===== src/rtl/response_park_pool.sv =====
// Shared R-beat parking pool: per-UID linked lists over one slot pool, a FIFO free list,
// complete-burst tracking, per-UID flush walker and occupancy reporting.
module response_park_pool #(
    parameter int NUM_UIDS   = 16,
    parameter int NUM_SLOTS  = 32,
    parameter int ID_WIDTH   = $clog2(NUM_UIDS),
    parameter int DATA_WIDTH = 64,
    parameter int RESP_WIDTH = 2,
    parameter int SLOT_W     = $clog2(NUM_SLOTS),
    parameter int CNT_W      = $clog2(NUM_SLOTS + 1)
) (
    input  logic                  clk,
    input  logic                  rst_n,
    input  logic                  in_valid,
    output logic                  in_ready,
    input  logic [ID_WIDTH-1:0]   in_id,
    input  logic [DATA_WIDTH-1:0] in_data,
    input  logic [RESP_WIDTH-1:0] in_resp,
    input  logic                  in_last,
    input  logic                  pop_req,
    input  logic [ID_WIDTH-1:0]   pop_uid,
    output logic                  out_valid,
    input  logic                  out_ready,
    output logic [ID_WIDTH-1:0]   out_id,
    output logic [DATA_WIDTH-1:0] out_data,
    output logic [RESP_WIDTH-1:0] out_resp,
    output logic                  out_last,
    output logic                  pop_ack,
    input  logic                  flush_req,
    input  logic [ID_WIDTH-1:0]   flush_uid,
    output logic                  flush_busy,
    output logic                  flush_done,
    output logic [CNT_W-1:0]      free_slots,
    output logic [NUM_UIDS-1:0]   burst_ready
);

    typedef enum logic [1:0] {F_IDLE, F_WALK, F_DONE} fstate_e;
    localparam logic [CNT_W-1:0] CNT_ONE = CNT_W'(1);

    fstate_e               fst_q;
    logic [ID_WIDTH-1:0]   fuid_q;

    logic [DATA_WIDTH-1:0] data_q [NUM_SLOTS];
    logic [RESP_WIDTH-1:0] resp_q [NUM_SLOTS];
    logic [NUM_SLOTS-1:0]  last_q;
    logic [SLOT_W-1:0]     next_q [NUM_SLOTS];

    logic [SLOT_W-1:0]     fl_q [NUM_SLOTS];
    logic [SLOT_W-1:0]     fl_rd_q, fl_wr_q;
    logic [CNT_W-1:0]      free_q, free_d;

    logic [SLOT_W-1:0]     head_q [NUM_UIDS];
    logic [SLOT_W-1:0]     head_d [NUM_UIDS];
    logic [SLOT_W-1:0]     tail_q [NUM_UIDS];
    logic [SLOT_W-1:0]     tail_d [NUM_UIDS];
    logic [CNT_W-1:0]      cnt_q  [NUM_UIDS];
    logic [CNT_W-1:0]      cnt_d  [NUM_UIDS];
    logic [CNT_W-1:0]      lcnt_q [NUM_UIDS];
    logic [CNT_W-1:0]      lcnt_d [NUM_UIDS];

    logic                  acc, rm, walk_free, push_empty, rm_last;
    logic [ID_WIDTH-1:0]   rm_uid;
    logic [SLOT_W-1:0]     new_slot, rm_slot, out_slot;

    assign flush_busy = (fst_q != F_IDLE);
    assign flush_done = (fst_q == F_DONE);
    assign free_slots = free_q;

    // Uses the registered count, so a slot freed this cycle is never reused this cycle.
    assign in_ready = (free_q != '0) && !flush_busy;
    assign acc      = in_valid && in_ready;
    assign new_slot = fl_q[fl_rd_q];

    assign out_valid = pop_req && !flush_busy && (cnt_q[pop_uid] != '0);
    assign pop_ack   = out_valid && out_ready;
    assign out_id    = pop_uid;
    assign out_slot  = head_q[pop_uid];
    assign out_data  = out_valid ? data_q[out_slot] : '0;
    assign out_resp  = out_valid ? resp_q[out_slot] : '0;
    assign out_last  = out_valid && last_q[out_slot];

    // Pops and flush frees are mutually exclusive: pops are blocked while flushing.
    assign walk_free = (fst_q == F_WALK) && (cnt_q[fuid_q] != '0);
    assign rm        = pop_ack || walk_free;
    assign rm_uid    = walk_free ? fuid_q : pop_uid;
    assign rm_slot   = head_q[rm_uid];
    assign rm_last   = last_q[rm_slot];

    assign push_empty = (cnt_q[in_id] == '0) ||
                        (rm && (rm_uid == in_id) && (cnt_q[in_id] == CNT_ONE));

    always_comb begin
        free_d = free_q;
        if (acc && !rm)      free_d = free_q - CNT_ONE;
        else if (!acc && rm) free_d = free_q + CNT_ONE;
        for (int u = 0; u < NUM_UIDS; u++) begin
            head_d[u] = head_q[u];
            tail_d[u] = tail_q[u];
            cnt_d[u]  = cnt_q[u];
            lcnt_d[u] = lcnt_q[u];
        end
        // Removal first so a push into a just-emptied list overrides the head.
        if (rm) begin
            cnt_d[rm_uid]  = cnt_d[rm_uid] - CNT_ONE;
            head_d[rm_uid] = next_q[rm_slot];
            if (rm_last) lcnt_d[rm_uid] = lcnt_d[rm_uid] - CNT_ONE;
        end
        if (acc) begin
            cnt_d[in_id]  = cnt_d[in_id] + CNT_ONE;
            tail_d[in_id] = new_slot;
            if (push_empty) head_d[in_id] = new_slot;
            if (in_last)    lcnt_d[in_id] = lcnt_d[in_id] + CNT_ONE;
        end
        for (int u = 0; u < NUM_UIDS; u++) burst_ready[u] = (lcnt_q[u] != '0);
    end

    always_ff @(posedge clk) begin
        if (acc) begin
            data_q[new_slot] <= in_data;
            resp_q[new_slot] <= in_resp;
            last_q[new_slot] <= in_last;
            if (!push_empty) next_q[tail_q[in_id]] <= new_slot;
        end
    end

    always_ff @(posedge clk or negedge rst_n) begin
        if (!rst_n) begin
            for (int i = 0; i < NUM_SLOTS; i++) fl_q[i] <= SLOT_W'(i);
            fl_rd_q <= '0;
            fl_wr_q <= '0;
            free_q  <= CNT_W'(NUM_SLOTS);
            for (int u = 0; u < NUM_UIDS; u++) begin
                head_q[u] <= '0;
                tail_q[u] <= '0;
                cnt_q[u]  <= '0;
                lcnt_q[u] <= '0;
            end
            fst_q  <= F_IDLE;
            fuid_q <= '0;
        end else begin
            if (acc) fl_rd_q <= fl_rd_q + 1'b1;
            if (rm) begin
                fl_q[fl_wr_q] <= rm_slot;
                fl_wr_q       <= fl_wr_q + 1'b1;
            end
            free_q <= free_d;
            for (int u = 0; u < NUM_UIDS; u++) begin
                head_q[u] <= head_d[u];
                tail_q[u] <= tail_d[u];
                cnt_q[u]  <= cnt_d[u];
                lcnt_q[u] <= lcnt_d[u];
            end
            case (fst_q)
                F_IDLE: if (flush_req) begin
                    fst_q  <= F_WALK;
                    fuid_q <= flush_uid;
                end
                F_WALK: if (cnt_q[fuid_q] <= CNT_ONE) fst_q <= F_DONE;
                default: fst_q <= F_IDLE;
            endcase
        end
    end

endmodule


===== config.mk =====
export PLATFORM = sky130hd
export DESIGN_NAME = response_park_pool
export DESIGN_NICKNAME = d
export VERILOG_FILES = /design/src/rtl/response_park_pool.sv
export SDC_FILE = /design/constraint.sdc
export NUM_CORES = 2
export LEC_CHECK = 0
export ABC_CLOCK_PERIOD_IN_PS = 7350
export BUFFER_PORTS_ARGS = -buffer_cell sky130_fd_sc_hd__buf_2
export CORE_UTILIZATION = 35
export CTS_CLUSTER_DIAMETER = 80
export DETAILED_ROUTE_END_ITERATION = 10
export PLACE_DENSITY = 0.53
export REMOVE_ABC_BUFFERS = 1
export SKIP_CTS_REPAIR_TIMING = 1
export SLEW_MARGIN = 5
export SYNTH_ARGS = -nofsm -noshare
export SYNTH_HDL_FRONTEND = slang
export SYNTH_SLANG_ARGS = --single-unit

===== constraint.sdc =====
create_clock -name clk -period 7.35 [get_ports clk]
set_clock_uncertainty 0.05 [all_clocks]
set_input_delay 1.1025 -clock clk [delete_from_list [all_inputs] [get_ports clk]]
set_output_delay 1.1025 -clock clk [all_outputs]
set_load 0.03 [all_outputs]

==> implementation parameters <==
Parameter                              Value

Placement
  Weighted congestion at the end of routability-driven global placement ... 0.926
  Hpwl dp ... 214000 µm
  Total of buffers placed on input and output ports ... 182
  Worst setup timing slack at the placement stage ... -0.0246 ns

Cells and area
  Filler Cell Count ... 30700
  Post-route core utilization ... 41.2%
  Area delta synth->final ... 17.0%
  Layout Nets ... 7780
  Share of cells above drive strength 1 ... 27.8%

Clocking
  Total number of clock tree sinks ... 2838
  Total clock buffers created by CTS ... 324
  Clock latency of the later-clocked register in the worst-skew pair ... 0.93 ns
  Worst-case clock buffer depth ... 4
  Clock slew at reported path FFs ... 0.06 ns
  Deepest level of the CTS H-tree ... 5
  CTS tree ... built
  Clk root buf ... clkbuf_16

Worst setup path
  CP required ... 8.04 ns
  Largest driver fanout on the critical path ... 12
  Start-to-end type of the worst setup path ... register to register
  Top Family by Delay on Critical Path ... simple AND/OR/NAND/NOR gates
  Delay of the slowest cell on the worst path ... 0.58 ns
  Cell mode on critical path ... buf_4
  Critical Path AT ... 7.84 ns
  Buffering stage count on the worst path with inverters included ... 9
  Critical path endpoint category ... register
  Max stage delay cell, worst path ... or4_4
  Startpoint Class ... register

Pwr
  Static Leakage ... 47.8 nW
  Sequential power share ... 33.2%
  Power density over cell area ... 439 mW/mm²
  Clk network pwr share ... 25.7%
  Internal power of the cells ... 0.0390 W
  Power share of the combinational group ... 41.1%
  Worst voltage drop across the vdd grid ... 631 µV
  Switching share of power ... 37.3%
  Net switching power ... 0.0232 W

Timing
  Min setup slack post-route ... 0.198 ns
  Final hold vios ... 0
  Headroom to the max-slew limit ... 10.7%
  Post-route fraction of the period consumed by the critical path ... 97.3%
  Pins over their slew limit ... 0
  Min Clock Period, post-route ... 7.15 ns
  Total Negative Setup Slacks ... 0 ns
  Worst-margin pin slew ... 1.34 ns
  Achievable frequency ... 0.140 GHz
  Count of endpoints failing setup in the final report ... 0

Floorplan
  Effective utilization at floorplan ... 35.2%
  Row cnt ... 215
  Die Footprint ... 0.348 mm²
  Die Y-Extent ... 590 µm
  Die extent in x ... 590 µm
  # IOs ... 183
  Core Region ... 0.344 mm²

Logic synthesis
  Synth area leader ... edfxtp_1
  Count of synthesis-stage warnings from yosys ... 0
  Count of mapped cells out of synthesis ... 7150
  Synthesis-stage register bit count ... 2838
  Post-synth top flop ... edfxtp_1
  Summed instance area of the synthesized netlist ... 0.121 mm²
  Async S/R FF share, synth ... 18.8%
  Most instantiated library cell after synthesis ... edfxtp_1
  Share of the synthesized area in the top cell type ... 57.2%
  Number of flops mapped to enable cells by yosys ... 2304
  Cell variety after synth ... 100
  Mapped Avg Cell Area ... 16.9 µm²
  Most instantiated cells after synthesis ... 2304 x edfxtp_1, 714 x mux4_2, 677 x nand2_1, 578 x mux2i_1, 453 x dfrtp_1
  Share of synthesized area occupied by flip-flops and latches ... 68.3%
  Most area-consuming cells after synthesis ... edfxtp_1 57%, mux4_2 13%, dfrtp_1 9.4%

Global routing
  Total global-route track usage ... 20.8%
  Initial antenna violation count ... 33
  Total congestion overflow after global routing ... 0
  Via count of the first global-routing pass ... 71200
  First-pass GRT wire length ... 528000 µm
  Largest net degree at the start of global routing ... 158

Drt
  DR vias ... 69200
  Number of DRC violations after detailed routing ... 0
  Drt first-iter violations ... 6406
  Number of optimization iterations in the first detailed-route pass ... 8
  Antenna Violating Nets Remaining ... 0
  Drt wl/cell ... 29.3 µm
  Vias per cell ... 5.53
  Wire length reported by the detailed router ... 367000 µm

Run status
  Outcome ... finished clean

Job
  MaxCap Viol Count ... 0

Min path
  Path class of the lowest-slack min-delay path ... input port to asynchronous set/reset pin
worst reg2reg max path: cells and delay by family, from the launching register on:
kind            cells  cell delay, ns
buf+inv             9            1.60
simple gates        6            1.89
mux                 6            1.38
compound gates      7            1.66
flops               1            0.40
layout by cell type (no fill, tap or decap), drive strengths merged, types with 14 or more instances in the layout:
master,count
a211oi,97
a21oi,156
inv,53
o21ai,392
clkbuf,404
nand2b,33
a31oi,15
nor2b,86
xnor2,21
o22ai,35
mux2i,579
mux4,714
mux2,109
nand3,47
buf,701
nand2,677
o31ai,41
a311oi,36
dfstp,81
and2,58
o211ai,81
edfxtp,2304
clkinv,144
ha,14
nor3,51
bufinv,24
or4,19
nor4,39
dfrtp,453
a211o,69
nor2,249
power groups by stage:
stage	clock network (W)	logic, W	registers, W
after CTS	0.0163	0.0253	0.0207
after global routing	0.0169	0.0271	0.0208
after floorplan	0	0.0162	0.0206
after detailed placement	0	0.0252	0.0210
after global placement	0	0.0251	0.0209
final	0.0160	0.0255	0.0207
per-stage QoR:
step / area (µm²) / power, W / hold slack (ns) / instances
finish: 142000 / 0.0622 / 0.135 / 12500
global route: 142000 / 0.0648 / 0.192 / 12500
CTS: 141000 / 0.0622 / 0.166 / 12500
detailed placement: 131000 / 0.0462 / 0.416 / 11900
global placement: 131000 / 0.0460 / 0.406 / 11900
floorplan: 119000 / 0.0368 / 0.395 / 6651
logic make-up (layout without fill, tap and decap cells):
family / count (synthesis) / in the layout / share of synthesized area (%)
AND/OR/NAND/NOR: 1314 / 1314 / 4.94
adder cells (fa/ha/maj): 15 / 15 / 0.161
AO/OA/AOI/OAI: 1009 / 1009 / 5.39
XOR/XNOR: 34 / 34 / 0.259
other: 0 / 11 / 0
multiplexers: 1401 / 1402 / 19.1
flip-flops: 2838 / 2838 / 68.3
buffers and inverters: 539 / 1335 / 1.83
final timing paths:
kind                                      start                    end  slack [ns]  cells past startpoint
max in group asynchronous                 rst_n   lcnt_q[24]$_DFF_PN0_        5.37                      2
min in group clk                   flush_uid[3]  fuid_q[3]$_DFFE_PN0P_        0.42                      2
max reg2reg                  cnt_q[9]$_DFF_PN0_   lcnt_q[29]$_DFF_PN0_        0.20                     28
max                          cnt_q[9]$_DFF_PN0_   lcnt_q[29]$_DFF_PN0_        0.20                     28
min                                       rst_n   lcnt_q[21]$_DFF_PN0_        0.14                      1
min reg2reg                fl_q[96]$_DFFE_PN0P_   fl_q[96]$_DFFE_PN0P_        0.42                      2
layout make-up:
cell class / instances / area, µm² / area share (%)
antenna: 11 / 27.5 / 0.0194
clock buffer: 403 / 8730 / 6.17
clock inverter: 190 / 1760 / 1.25
inverter: 40 / 150 / 0.106
multi-input combinational: 3774 / 36700 / 25.9
sequential: 2838 / 82700 / 58.4
tap: 4557 / 5700 / 4.03
timing repair buffer: 702 / 5820 / 4.11
state kept, by name, summed over array words and instances, names as in the netlist, 64 cells and up:
name / count
next_q: 160
data_q: 2048
cnt_q: 96
resp_q: 64
lcnt_q: 96
tail_q: 80
fl_q: 160
head_q: 80
per-layer routing:
| layer | track usage [%] | vias up | wire length, µm | part of all wire [%] |
|---|---|---|---|---|
| met5 | 0 | - | 115 | 0.031 |
| met4 | 5.64 | 20 | 10000 | 2.7 |
| met1 | 28.8 | 36900 | 160000 | 44 |
| met3 | 2.95 | 583 | 19700 | 5.4 |
| met2 | 34.4 | 2187 | 178000 | 48 |
| li1 | - | 29500 | - | - |
(Power assumes the default switching activity.)
